[src/rtl/serial_tx_param.sv]
// Parametrised framed serial transmitter with a one-entry holding buffer and valid/ready intake.
// Optional even-parity bit between data and stop bits is enabled by defining TX_PARITY_EN.
module serial_tx_param #(
  parameter int DATA_W       = 55,
  parameter int CLKS_PER_BIT = 1,
  parameter int MSB_FIRST    = 1,
  parameter int STOP_BITS    = 1
) (
  input  logic              Clk_S,
  input  logic              Rst_n,
  input  logic [DATA_W-1:0] TX_Data,
  input  logic              TX_Data_Valid,
  output logic              TX_Ready,
  output logic              S_Data,
  output logic              TX_Busy,
  output logic              TX_Done
);

  localparam int STOP_LEN = STOP_BITS * CLKS_PER_BIT;
  localparam int CNT_W    = $clog2(STOP_LEN + 1);
  localparam int BIT_W    = $clog2(DATA_W);
  localparam logic [CNT_W-1:0] BIT_LAST  = CNT_W'(CLKS_PER_BIT - 1);
  localparam logic [CNT_W-1:0] STOP_LAST = CNT_W'(STOP_LEN - 1);
  localparam logic [BIT_W-1:0] DATA_LAST = BIT_W'(DATA_W - 1);

  if (STOP_BITS < 1 || STOP_BITS > 2 || CLKS_PER_BIT < 1 || DATA_W < 2) begin : g_param_check
    $error("serial_tx_param: illegal parameter set");
  end

`ifdef TX_PARITY_EN
  typedef enum logic [2:0] {S_IDLE, S_START, S_DATA, S_PARITY, S_STOP} state_t;
`else
  typedef enum logic [1:0] {S_IDLE, S_START, S_DATA, S_STOP} state_t;
`endif

  state_t              state_q;
  logic [DATA_W-1:0]   hold_q;
  logic                hold_full_q;
  logic                ready_en_q;
  logic [DATA_W-1:0]   shift_q;
  logic [CNT_W-1:0]    cnt_q;
  logic [BIT_W-1:0]    bit_cnt_q;
  logic                s_data_q;
  logic                busy_q;
  logic                done_q;
`ifdef TX_PARITY_EN
  logic                par_q;
`endif

  logic                accept_s;
  logic                first_bit_s;
  logic                next_bit_s;
  logic [DATA_W-1:0]   shift_d;
  logic [CNT_W-1:0]    cnt_d;

  assign accept_s    = TX_Data_Valid & TX_Ready;
  assign cnt_d       = cnt_q + CNT_W'(1);
  assign first_bit_s = (MSB_FIRST != 0) ? shift_q[DATA_W-1] : shift_q[0];
  assign next_bit_s  = (MSB_FIRST != 0) ? shift_q[DATA_W-2] : shift_q[1];
  assign shift_d     = (MSB_FIRST != 0) ? {shift_q[DATA_W-2:0], 1'b0} : {1'b0, shift_q[DATA_W-1:1]};

  assign TX_Ready = ready_en_q & ~hold_full_q;
  assign S_Data   = s_data_q;
  assign TX_Busy  = busy_q;
  assign TX_Done  = done_q;

  // Frame FSM; serial outputs are registered for the cycle being entered.
  always_ff @(posedge Clk_S or negedge Rst_n) begin
    if (!Rst_n) begin
      state_q     <= S_IDLE;
      hold_q      <= '0;
      hold_full_q <= 1'b0;
      ready_en_q  <= 1'b0;
      shift_q     <= '0;
      cnt_q       <= '0;
      bit_cnt_q   <= '0;
      s_data_q    <= 1'b1;
      busy_q      <= 1'b0;
      done_q      <= 1'b0;
`ifdef TX_PARITY_EN
      par_q       <= 1'b0;
`endif
    end else begin
      ready_en_q <= 1'b1;
      done_q     <= 1'b0;
      if (accept_s) begin
        hold_q      <= TX_Data;
        hold_full_q <= 1'b1;
      end
      case (state_q)
        S_IDLE: begin
          if (hold_full_q) begin
            state_q     <= S_START;
            shift_q     <= hold_q;
            hold_full_q <= 1'b0;
            cnt_q       <= '0;
            s_data_q    <= 1'b0;
            busy_q      <= 1'b1;
`ifdef TX_PARITY_EN
            par_q       <= ^hold_q;
`endif
          end
        end
        S_START: begin
          if (cnt_q == BIT_LAST) begin
            state_q   <= S_DATA;
            cnt_q     <= '0;
            bit_cnt_q <= '0;
            s_data_q  <= first_bit_s;
          end else begin
            cnt_q <= cnt_d;
          end
        end
        S_DATA: begin
          if (cnt_q == BIT_LAST) begin
            cnt_q <= '0;
            if (bit_cnt_q == DATA_LAST) begin
`ifdef TX_PARITY_EN
              state_q  <= S_PARITY;
              s_data_q <= par_q;
`else
              state_q  <= S_STOP;
              s_data_q <= 1'b1;
              done_q   <= (STOP_LEN == 1);
`endif
            end else begin
              bit_cnt_q <= bit_cnt_q + BIT_W'(1);
              shift_q   <= shift_d;
              s_data_q  <= next_bit_s;
            end
          end else begin
            cnt_q <= cnt_d;
          end
        end
`ifdef TX_PARITY_EN
        S_PARITY: begin
          if (cnt_q == BIT_LAST) begin
            state_q  <= S_STOP;
            cnt_q    <= '0;
            s_data_q <= 1'b1;
            done_q   <= (STOP_LEN == 1);
          end else begin
            cnt_q <= cnt_d;
          end
        end
`endif
        S_STOP: begin
          if (cnt_q == STOP_LAST) begin
            // A buffered word starts its frame immediately, with no idle gap.
            if (hold_full_q) begin
              state_q     <= S_START;
              shift_q     <= hold_q;
              hold_full_q <= 1'b0;
              cnt_q       <= '0;
              s_data_q    <= 1'b0;
              busy_q      <= 1'b1;
`ifdef TX_PARITY_EN
              par_q       <= ^hold_q;
`endif
            end else begin
              state_q  <= S_IDLE;
              cnt_q    <= '0;
              s_data_q <= 1'b1;
              busy_q   <= 1'b0;
            end
          end else begin
            cnt_q  <= cnt_d;
            done_q <= (cnt_d == STOP_LAST);
          end
        end
        default: begin
          state_q  <= S_IDLE;
          s_data_q <= 1'b1;
          busy_q   <= 1'b0;
        end
      endcase
    end
  end

endmodule

[config.mk]
export PLATFORM = sky130hd
export DESIGN_NAME = serial_tx_param
export DESIGN_NICKNAME = d
export VERILOG_FILES = /design/src/rtl/serial_tx_param.sv
export SDC_FILE = /design/constraint.sdc
export NUM_CORES = 1
export LEC_CHECK = 0
export ABC_AREA = 1
export CAP_MARGIN = 20
export CORE_UTILIZATION = 45
export CTS_BUF_LIST = sky130_fd_sc_hd__clkbuf_16
export DETAILED_ROUTE_END_ITERATION = 10
export PLACE_DENSITY = 0.78
export SLEW_MARGIN = 10
export SYNTH_ARGS = -nofsm -noshare
export SYNTH_HDL_FRONTEND = slang
export SYNTH_SLANG_ARGS = --single-unit
[constraint.sdc]
create_clock -name Clk_S -period 3.45 [get_ports Clk_S]
set_input_delay 0.5175 -clock Clk_S [delete_from_list [all_inputs] [get_ports Clk_S]]
set_output_delay 0.5175 -clock Clk_S [all_outputs]
set_load 0.005 [all_outputs]
==> flow_summary.yaml <==
status:
  status: "finished, final reports clean"
critical_path:
  reg2reg_to: "shift_q[13]$_DFFE_PN0P_"
  path_delay_family: "compound AO/OA/AOI/OAI gates"
  cp-startpoint: "state_q[0]$_DFFE_PN0P_"
  crit_buf_inv: 2
  cpMostUsedCell: "inv_1"
  regToRegSetupSlack_ns: 0.90
  crit_end: "shift_q[13]$_DFFE_PN0P_"
  r2r-start: "state_q[0]$_DFFE_PN0P_"
  cp-end-kind: "flop"
  crit_slowest_cell: "nand2_4"
  rr_worst_depth: 6
  crit_path_max_fanout: 110
  path_cells: "inv_1, ha_4, inv_1, a21oi_1, nand2_4, o21ai_0"
  critPathMaxStageDelay_ns: 0.54
  cp.depth: 6
  required_ns: 3.74
  cp-start-kind: "flop"
  crit_type: "reg -> reg"
  worst-endpoint-arrival_ns: 2.85
routing:
  ant_nets: 0
  post_drt_wl_per_cell_um: 14.8
  drc: 0
  drt_iter0_markers: 134
  vias: 3354
  wl_um: 9860
  routed_via_density: 5.04
  first_pass_iters: 4
floorplanning:
  die-area_um2: 12700
  fp.dieH_um: 113
  rows: 40
  die_x_um: 113
  core-area_um2: 12000
  ios: 62
  start_util: 0.461
cts:
  cts_buffer_depth: 2
  cts_root_buf: "clkbuf_16"
  htree_num_levels: 4
  insertion_delay_ns: 0.41
  cts-hold-fix-buffers: 0
  cts_sinks: 123
  cts_tree: "done"
  cts_buffers: 17
  cts.repair.resized: 0
  cts_setup_buffers: 0
  clkSlewWorstSetupHoldPaths_ns: 0.06
synth:
  synth-async-reset-ratio: 1.00
  synth_enable_flop_cells: 0
  synth_area_leaders: "dfrtp_1 55%, mux2_4 11%, mux2i_1 9.6%"
  ys_ff_latch: 123
  yosys_warnings: 0
  avgSynthCellArea_um2: 12.3
  synthesis.nets: 514
  syn_area_um2: 5510
  yosysSeqAreaShare: 0.559
  yosys.area.top_type: "dfrtp_1"
  synth.most_common_cell: "dfrtp_1"
  ys.flop_type: "dfrtp_1"
  yosysTopAreaCellShare: 0.554
  synthCells: 449
  ys_top_cells_by_count: "122 x dfrtp_1, 84 x nand2_1, 54 x o21ai_1, 53 x mux2i_1, 39 x mux2_4"
  synth_cell_types: 27
global_routing:
  grt_overflow: 0
  grt_pass1_vias: 3440
  track_usage: 0.173
  grtUsageMet1: 0.227
  antenna_found_initial: 0
  grt_pass1_wl_um: 16900
  grt_use_met3: 0.0443
  gr-usage-met2: 0.267
  top_usage_layer: "met2"
  grt_max_degree: 111
placement:
  gp_congestion: 0.781
  place_inst: 634
  port-buffer-count: 61
  hpwl_um: 6110
timing:
  clock_skew_ns: 0.00818
  period_share: 0.740
  period_needed_ns: 2.55
  hold_viol_final: 0
  maxSlewViolCount: 0
  fmax_mhz: 392
  max_slew.worst_pin.slew_ns: 1.01
  finalSetupViolations: 0
  worst_slew_margin_rel: 0.326
  totalNegativeSetupSlack_ns: 0
  rsz0062_at_grt: "false"
min_path:
  hp-class: "in -> async"
pwr:
  p_int_mw: 3.17
  total_power_mw: 4.11
  pwr-share-seq: 0.466
  p_sw_frac: 0.229
  clkPwrFrac: 0.406
  power_density_nw_per_um2: 614
  switchingPower_mw: 0.940
  peakVddDrop_v: 0.000298
  power_frac_comb: 0.128
  p_leak_nw: 3.49
finish:
  fin_util: 0.560
  syn_to_final_growth_pct: 21.6
  final_cells: 665
  nNetsFinal: 571
  n_antenna_cell: 0
  drive_gt1_frac: 0.172
run:
  maxCapViolations: 0
[metrics by stage]
step	worst slack (ns)	cell area (um2)	hold WS (ns)
floorplan	1.92	5510	0.222
global placement	1.13	6140	0.469
detailed placement	0.962	6140	0.479
CTS	0.856	6700	0.200
global route	0.617	6700	0.251
finish	0.897	6700	0.179
[layout by cell type (no fill, tap or decap), types with 3 or more instances in the layout]
cell type,count
o21ai_0,11
nand3_1,9
mux2_4,39
dfrtp_1,122
o21bai_1,3
clkinv_2,3
nand2_1,82
clkinv_1,3
o21ai_1,54
inv_1,10
mux2_1,6
clkinvlp_4,6
clkdlybuf4s50_1,60
clkbuf_16,17
mux2_2,10
ha_1,6
mux2i_1,53
[power groups by stage]
| stage | Sequential, mW | Clock, mW | Combinational [mW] |
|---|---|---|---|
| floorplan | 1.86 | 0 | 0.399 |
| global placement | 1.93 | 0 | 0.512 |
| detailed placement | 1.94 | 0 | 0.527 |
| CTS | 1.92 | 1.71 | 0.534 |
| global route | 1.95 | 1.76 | 0.570 |
| finish | 1.92 | 1.67 | 0.525 |
[area by class of cell]
cell class                      instances  area [um2]
Tap cell                              147         184
Multi-Input combinational cell        289        2200
Timing Repair Buffer                   63         636
Clock buffer                           17         425
Sequential cell                       123        3080
Clock inverter                         14         131
Fill cell                             992        5260
Inverter                               12        45.0
[per-layer routing]
layer	wire, um	vias up
met5	0	-
met4	167	0
met3	356	12
met2	4670	58
met1	4670	1623
li1	-	1661
[cells by family after synthesis]
group                      Yosys count  synth area share
and+or+nand+nor                    101            0.0747
muxes                              108             0.235
buffers and inverters               37            0.0470
adders and majority gates            7            0.0159
other                                1          0.000681
DFF                                123             0.559
AOI/OAI and AO/OA                   72            0.0677
[registers in the layout, indices dropped and copies added, names as in the netlist]
| signal | flops |
|---|---|
| hold_full_q | 1 |
| hold_q | 55 |
| bit_cnt_q | 6 |
| TX_Done | 1 |
| state_q | 2 |
| ready_en_q | 1 |
| TX_Busy | 1 |
| shift_q | 55 |
| S_Data | 1 |
[worst min path at each step]
| stage | from | end | slack, ns | depth (start not counted) |
|---|---|---|---|---|
| floorplan | Rst_n | TX_Busy$_DFFE_PN0P_ | 0.22 | 0 |
| global placement | shift_q[13]$_DFFE_PN0P_ | shift_q[13]$_DFFE_PN0P_ | 0.47 | 2 |
| detailed placement | shift_q[42]$_DFFE_PN0P_ | shift_q[42]$_DFFE_PN0P_ | 0.48 | 2 |
| finish | Rst_n | hold_q[51]$_DFFE_PN0P_ | 0.18 | 1 |
| CTS | Rst_n | hold_q[54]$_DFFE_PN0P_ | 0.20 | 1 |
| global route | Rst_n | hold_q[2]$_DFFE_PN0P_ | 0.25 | 1 |
Note: power is estimated with default switching activity, not from simulation.
